==> src/rtl/rob_commit_unit.sv <==
// -----------------------------------------------------------------------------
// rob_commit_unit
//   Circular reorder buffer for the Tomasulo RISC-V core. Tags are allocated at
//   issue, results are collected from the ALU and LSB result buses, and at most
//   one instruction retires per cycle in program order. Tag 0 means
//   "no dependency", so live tags run 1..ROB_DEPTH and entry 0 is never used.
//
//   Ports
//     clk_in, rst_in (async, active-low), rdy_in (low = freeze all state)
//     issue_*        : allocation request; rob_next_index / rob_full report the
//                      tag the next issue receives and whether a slot is free
//     alu_*, lsb_*   : result buses (ALU has priority on a tag collision)
//     dc_rs*_query   : operand probes -> rob_rs*_ready / rob_rs*_val
//     rob_to_reg_*   : register-file commit port (one-cycle pulse)
//     rob_to_lsb_*   : store-commit permission for the head store
//     rob_clr_out, rob_redirect_pc : pipeline flush on branch mispredict
//
//   Build option: define ROB_BYPASS_EN to let the query ports forward
//   same-cycle result-bus data.
// -----------------------------------------------------------------------------
module rob_commit_unit #(
    parameter int ROB_DEPTH = 15,
    parameter int ROB_IDX_W = 4,
    parameter int XLEN      = 32
) (
    input  logic                 clk_in,
    input  logic                 rst_in,
    input  logic                 rdy_in,
    input  logic                 issue_valid,
    input  logic [4:0]           issue_rd,
    input  logic [1:0]           issue_type,
    input  logic [XLEN-1:0]      issue_pc,
    input  logic                 issue_pred_jump,
    input  logic                 issue_done,
    input  logic [XLEN-1:0]      issue_val,
    output logic [ROB_IDX_W-1:0] rob_next_index,
    output logic                 rob_full,
    input  logic                 alu_valid,
    input  logic [ROB_IDX_W-1:0] alu_rob_index,
    input  logic [XLEN-1:0]      alu_val,
    input  logic                 alu_jump,
    input  logic [XLEN-1:0]      alu_target,
    input  logic                 lsb_valid,
    input  logic [ROB_IDX_W-1:0] lsb_rob_index,
    input  logic [XLEN-1:0]      lsb_val,
    input  logic [ROB_IDX_W-1:0] dc_rs1_query,
    input  logic [ROB_IDX_W-1:0] dc_rs2_query,
    output logic                 rob_rs1_ready,
    output logic                 rob_rs2_ready,
    output logic [XLEN-1:0]      rob_rs1_val,
    output logic [XLEN-1:0]      rob_rs2_val,
    output logic                 rob_to_reg_commit,
    output logic [ROB_IDX_W-1:0] rob_to_reg_rob_index,
    output logic [4:0]           rob_to_reg_index,
    output logic [XLEN-1:0]      rob_to_reg_val,
    output logic                 rob_to_lsb_store_commit,
    output logic [ROB_IDX_W-1:0] rob_to_lsb_rob_index,
    output logic                 rob_clr_out,
    output logic [XLEN-1:0]      rob_redirect_pc
);
    localparam logic [1:0] TYPE_REG    = 2'd0;
    localparam logic [1:0] TYPE_BRANCH = 2'd1;
    localparam logic [1:0] TYPE_STORE  = 2'd2;
    localparam logic [ROB_IDX_W-1:0] TAG_FIRST = ROB_IDX_W'(1);
    localparam logic [ROB_IDX_W-1:0] TAG_LAST  = ROB_IDX_W'(ROB_DEPTH);

    // Control state (reset) and payload (no reset; only meaningful while busy)
    logic [ROB_IDX_W-1:0] head_reg, head_next, tail_reg, tail_next;
    logic [ROB_IDX_W-1:0] count_reg, count_next;
    logic [ROB_DEPTH:0]   busy_reg, busy_next, ready_reg, ready_next;
    logic [4:0]           rd_reg     [0:ROB_DEPTH];
    logic [1:0]           type_reg   [0:ROB_DEPTH];
    logic [XLEN-1:0]      pc_reg     [0:ROB_DEPTH];
    logic [XLEN-1:0]      val_reg    [0:ROB_DEPTH];
    logic [XLEN-1:0]      target_reg [0:ROB_DEPTH];
    logic                 pred_reg   [0:ROB_DEPTH];
    logic                 jump_reg   [0:ROB_DEPTH];

    function automatic logic [ROB_IDX_W-1:0] next_tag(input logic [ROB_IDX_W-1:0] t);
        return (t == TAG_LAST) ? TAG_FIRST : t + TAG_FIRST;
    endfunction

    logic issue_fire, commit_fire, mispredict;
    logic [ROB_DEPTH:0] issue_hit, alu_hit, lsb_hit;

    assign rob_full       = (count_reg == TAG_LAST);
    assign rob_next_index = tail_reg;
    assign issue_fire     = issue_valid && !rob_full;
    // Commit looks only at state registered before this edge, so a bus write
    // in cycle N retires in cycle N+1 at the earliest.
    assign commit_fire    = busy_reg[head_reg] && ready_reg[head_reg];
    assign mispredict     = commit_fire && (type_reg[head_reg] == TYPE_BRANCH) &&
                            (jump_reg[head_reg] != pred_reg[head_reg]);

    // Per-entry write strobes. Bus writes only land on busy entries; the LSB
    // bus is masked when the ALU names the same entry.
    assign issue_hit[0] = 1'b0;
    assign alu_hit[0]   = 1'b0;
    assign lsb_hit[0]   = 1'b0;
    generate
        for (genvar gi = 1; gi <= ROB_DEPTH; gi++) begin : g_hit
            assign issue_hit[gi] = issue_fire && (tail_reg == ROB_IDX_W'(gi));
            assign alu_hit[gi]   = alu_valid && (alu_rob_index == ROB_IDX_W'(gi)) && busy_reg[gi];
            assign lsb_hit[gi]   = lsb_valid && (lsb_rob_index == ROB_IDX_W'(gi)) && busy_reg[gi] &&
                                   !alu_hit[gi];
        end
    endgenerate

    always_comb begin
        head_next  = head_reg;
        tail_next  = tail_reg;
        count_next = count_reg;
        busy_next  = busy_reg;
        ready_next = ready_reg;
        if (mispredict) begin
            // Flush beats any same-cycle issue.
            head_next  = TAG_FIRST;
            tail_next  = TAG_FIRST;
            count_next = '0;
            busy_next  = '0;
            ready_next = '0;
        end else begin
            if (commit_fire) begin
                head_next           = next_tag(head_reg);
                busy_next[head_reg] = 1'b0;
            end
            if (issue_fire) begin
                tail_next            = next_tag(tail_reg);
                busy_next[tail_reg]  = 1'b1;
                ready_next[tail_reg] = issue_done;
            end
            ready_next = ready_next | alu_hit | lsb_hit;
            count_next = count_reg + ROB_IDX_W'(issue_fire) - ROB_IDX_W'(commit_fire);
        end
    end

    always_ff @(posedge clk_in or negedge rst_in) begin
        if (!rst_in) begin
            head_reg                <= TAG_FIRST;
            tail_reg                <= TAG_FIRST;
            count_reg               <= '0;
            busy_reg                <= '0;
            ready_reg               <= '0;
            rob_to_reg_commit       <= 1'b0;
            rob_to_reg_rob_index    <= '0;
            rob_to_reg_index        <= '0;
            rob_to_reg_val          <= '0;
            rob_to_lsb_store_commit <= 1'b0;
            rob_to_lsb_rob_index    <= '0;
            rob_clr_out             <= 1'b0;
            rob_redirect_pc         <= '0;
        end else if (rdy_in) begin
            head_reg                <= head_next;
            tail_reg                <= tail_next;
            count_reg               <= count_next;
            busy_reg                <= busy_next;
            ready_reg               <= ready_next;
            rob_to_reg_commit       <= 1'b0;
            rob_to_lsb_store_commit <= 1'b0;
            rob_clr_out             <= 1'b0;
            if (commit_fire) begin
                // Branches with a link register write it like a REG op.
                if (type_reg[head_reg] == TYPE_REG ||
                    (type_reg[head_reg] == TYPE_BRANCH && rd_reg[head_reg] != 5'd0)) begin
                    rob_to_reg_commit    <= 1'b1;
                    rob_to_reg_rob_index <= head_reg;
                    rob_to_reg_index     <= rd_reg[head_reg];
                    rob_to_reg_val       <= val_reg[head_reg];
                end
                if (type_reg[head_reg] == TYPE_STORE) begin
                    rob_to_lsb_store_commit <= 1'b1;
                    rob_to_lsb_rob_index    <= head_reg;
                end
                if (mispredict) begin
                    rob_clr_out     <= 1'b1;
                    rob_redirect_pc <= jump_reg[head_reg] ? target_reg[head_reg]
                                                          : pc_reg[head_reg] + XLEN'(4);
                end
            end
        end
    end

    // Payload storage. At issue the resolved direction defaults to the
    // prediction, so a branch that is already complete at issue never flushes.
    always_ff @(posedge clk_in) begin
        if (rdy_in) begin
            for (int i = 0; i <= ROB_DEPTH; i++) begin
                if (issue_hit[i]) begin
                    rd_reg[i]   <= issue_rd;
                    type_reg[i] <= issue_type;
                    pc_reg[i]   <= issue_pc;
                    pred_reg[i] <= issue_pred_jump;
                    jump_reg[i] <= issue_pred_jump;
                    val_reg[i]  <= issue_val;
                end else if (alu_hit[i]) begin
                    val_reg[i]    <= alu_val;
                    jump_reg[i]   <= alu_jump;
                    target_reg[i] <= alu_target;
                end else if (lsb_hit[i]) begin
                    val_reg[i] <= lsb_val;
                end
            end
        end
    end

    // Operand probes: two identical lookups.
    logic [ROB_IDX_W-1:0] q_tag   [2];
    logic                 q_ready [2];
    logic [XLEN-1:0]      q_val   [2];
    assign q_tag[0] = dc_rs1_query;
    assign q_tag[1] = dc_rs2_query;

    always_comb begin
        for (int k = 0; k < 2; k++) begin
            q_ready[k] = 1'b0;
            q_val[k]   = '0;
            if (q_tag[k] != '0 && q_tag[k] <= TAG_LAST && busy_reg[q_tag[k]]) begin
                q_ready[k] = ready_reg[q_tag[k]];
                q_val[k]   = val_reg[q_tag[k]];
`ifdef ROB_BYPASS_EN
                if (alu_valid && alu_rob_index == q_tag[k]) begin
                    q_ready[k] = 1'b1;
                    q_val[k]   = alu_val;
                end else if (lsb_valid && lsb_rob_index == q_tag[k]) begin
                    q_ready[k] = 1'b1;
                    q_val[k]   = lsb_val;
                end
`endif
            end
        end
    end

    assign rob_rs1_ready = q_ready[0];
    assign rob_rs1_val   = q_val[0];
    assign rob_rs2_ready = q_ready[1];
    assign rob_rs2_val   = q_val[1];

endmodule

==> config.mk <==
export PLATFORM = sky130hd
export DESIGN_NAME = rob_commit_unit
export DESIGN_NICKNAME = d
export VERILOG_FILES = /design/src/rtl/rob_commit_unit.sv
export SDC_FILE = /design/constraint.sdc
export NUM_CORES = 2
export LEC_CHECK = 0
export BUFFER_PORTS_ARGS = -buffer_cell sky130_fd_sc_hd__clkbuf_2
export CORE_ASPECT_RATIO = 2
export CORE_MARGIN = 10
export CORE_UTILIZATION = 40
export CTS_CLUSTER_SIZE = 40
export DETAILED_ROUTE_END_ITERATION = 6
export SLEW_MARGIN = 20
export SYNTH_ARGS = -nofsm -noshare
export SYNTH_HDL_FRONTEND = slang
export SYNTH_SLANG_ARGS = --single-unit
==> constraint.sdc <==
create_clock -name clk_in -period 11.5 [get_ports clk_in]
set_input_delay 1.15 -clock clk_in [delete_from_list [all_inputs] [get_ports clk_in]]
set_output_delay 1.15 -clock clk_in [all_outputs]
set_load 0.01 [all_outputs]
==> reports/qor.txt <==
Max rail drop VDD = 165 uV
Syn Inst Count = 5647
Pwr dens = 203 nW/um2
Clock slew at reported path FFs = 0.06 ns
Static Leak = 31.9 nW
Area share of the largest cell type after synthesis = 0.552
Die Area = 234000 um2
Ranking of synthesized cells by area = edfxtp_1 (55%), mux4_2 (16%), mux2i_1 (7.7%)
Setup Fix Bufs, Post-CTS = 0
Final WL = 299000 um
Fin area = 94900 um2
Cts hold-fix bufs = 0
Die Wd = 347 um
Final hold vios = 0
Drt wl/cell = 34.4 um
GP Congestion = 0.901
Seq/Total Area, Yosys = 0.588
Synthesized net count = 5854
Max cap viols = 0
Clk buf depth = 4
Port Buf Inserts = 342
Worst-Skew Late Latency = 0.85 ns
CTS Root Cell = clkbuf_16
CP Launch Type = primary input
Asr flop ratio synth = 0.0730
Largest net degree at the start of global routing = 159
Placed inst area = 89800 um2
WP data required = 10.35 ns
Final period util = 0.537
Slew HR = 0.207
Initial Util = 0.402
Syn-to-layout area delta = 10.7%
Setup repair after global routing missed its margin = false
CTS Buf Count = 165
DRC violations left = 0
Dpl hpwl = 174000 um
Multi-input logic area = 33100 um2
Reg-to-reg startpoint = head_reg[1]
Average cell area after synthesis = 15.2 um2
Worst Slack Setup Final = 5.33 ns
Vias per cell = 6.34
Core area = 214000 um2
Fmax achieved = 162 MHz
Gr usage total = 0.248
Synth Flop Type = edfxtp_1
DR pass1 iterations = 6
CTS sink cnt = 1699
Max stage delay cell, worst path = buf_4
Kind of critical path = primary input to output pin
Filler cell count = 18700
Reg2reg setup slack = 6.14 ns
Chip height = 675 um
Number of DRC markers in iteration 0 = 6149
Final core occ = 0.445
Place WS = 5.28 ns
Nets = 5949
Final min period = 6.17 ns
Setup violators final = 0
Worst setup EP type = output pin
Crit-path max cell delay = 0.88 ns
Synth cell types = 81
Mapped cell area = 85800 um2
Via count = 55000
Remaining Overflow, GRT = 0
Final Max Tran Viols = 0
Placed cell count = 8358
Row Count = 240
Io pins = 343
Share of cells above drive strength 1 = 0.253
ANT nets after route = 0
Post-Layout Cell Count = 8672
Post-cts sizing count = 0
Yosys reg bits = 1699
Status = finished clean
Critical Path Fanout Max = 59
YS warnings = 0
Critical Path Start = dc_rs2_query[0]
Register area = 50400 um2
CTS tree = built
Initial antenna violation count = 70
Clk_skew = 0.0740 ns
Worst-margin pin slew = 1.19 ns
Post-synth EDFFs = 1575
Number of global-route vias before repair = 55500
Hold Path Class = primary input to async pin
Worst path arrival time = 5.02 ns
Critical path, cell by cell = buf_8, buf_4, buf_4, mux4_2, mux4_2, and2_1, clkbuf_2
First-pass GRT wire length = 420000 um
H-tree lvl count = 4
Post-Route Setup TNS = 0 ns
Area leader, netlist = edfxtp_1
power breakdown:
part	internal, W	switching [W]	leakage (nW)
Combinational	0.00264	0.00363	13.7
Clock	0.00297	0.00239	2.49
Sequential	0.00720	0.000419	15.7
cell type report:
cell class,instances,area share
antenna,29,0.000764
multi-input combinational,3391,0.348
clock buffer,223,0.0482
clock inverter,62,0.00561
tap,2783,0.0367
inverter,25,0.00107
sequential,1699,0.531
timing repair buffer,460,0.0282
cells in the mapped netlist (all sizes together), types with 3 or more instances:
cell type and n:
a211o 7, a211oi 29, a21o 6, a21oi 579
a221oi 3, a22o 20, a22oi 5, and2 80
and3 37, buf 157, clkbuf 375, dfrtp 122
edfxtp 1575, ha 14, inv 24, mux2 56
mux2i 659, mux4 672, nand2 192, nand2b 17
nand3 57, nand3b 3, nand4 12, nor2 624
nor2b 8, nor3 14, nor3b 6, nor4 16
o211ai 7, o21ai 166, o22ai 8, o31ai 5
o41ai 14, or2 16, or3 6, or4 4
xnor2 11, xor2 15
worst max-delay path, delay by kind of cell:
kind                   cells  cell delay (ns)
buffers and inverters      4             2.35
AND/OR/NAND/NOR            1             0.28
multiplexers               2             1.07
cell usage in the layout, fill, tap and decap left out, types with 15 or more instances in the layout:
cell type,count
a211oi_1,23
a21oi_1,578
a22o_1,18
and2_1,78
and3_1,23
buf_4,117
clkbuf_1,42
clkbuf_16,171
clkbuf_2,333
clkinv_1,21
clkinv_2,21
dfrtp_1,120
diode_2,29
edfxtp_1,1575
mux2_2,17
mux2_4,39
mux2i_1,659
mux4_1,47
mux4_2,625
nand2_1,182
nand3_1,48
nor2_1,614
o21ai_0,166
or2_2,16
xor2_1,15
routing by layer:
metal,part of all wire,GRT usage,vias to the layer above
li1,-,-,22500
met5,0.0011,0,-
met4,0.054,0.117,52
met2,0.50,0.426,3220
met1,0.36,0.296,28400
met3,0.091,0.0547,901
path summary, 6_finish.rpt:
kind / end / depth (start not counted)
max: rob_rs2_val[28] / 7
min: rob_to_reg_val[18] / 1
max reg2reg: busy_reg[11] / 8
min reg2reg: rob_to_lsb_rob_index[2] / 2
max in group asynchronous: head_reg[3] / 3
min in group clk_in: rob_to_lsb_rob_index[2] / 2
through the flow:
step / total power (W) / hold WS (ns)
after global placement: 0.0140 / 0.467
after floorplan: 0.0118 / 0.470
after global routing: 0.0199 / 0.236
final: 0.0192 / 0.217
after detailed placement: 0.0141 / 0.472
after CTS: 0.0194 / 0.243
kinds of logic (layout without fill, tap and decap cells):
group,Yosys count,in the layout,synth area share
AND/OR/NAND/NOR,1098,1098,0.0568
multiplexers,1387,1387,0.265
buffers and inverters,557,770,0.0310
XOR/XNOR,26,26,0.00266
other,0,29,0
adder cells (fa/ha/maj),15,15,0.00228
flip-flops,1699,1699,0.588
AO/OA/AOI/OAI,865,865,0.0549
No activity file was read; power rests on OpenSTA's default activity.
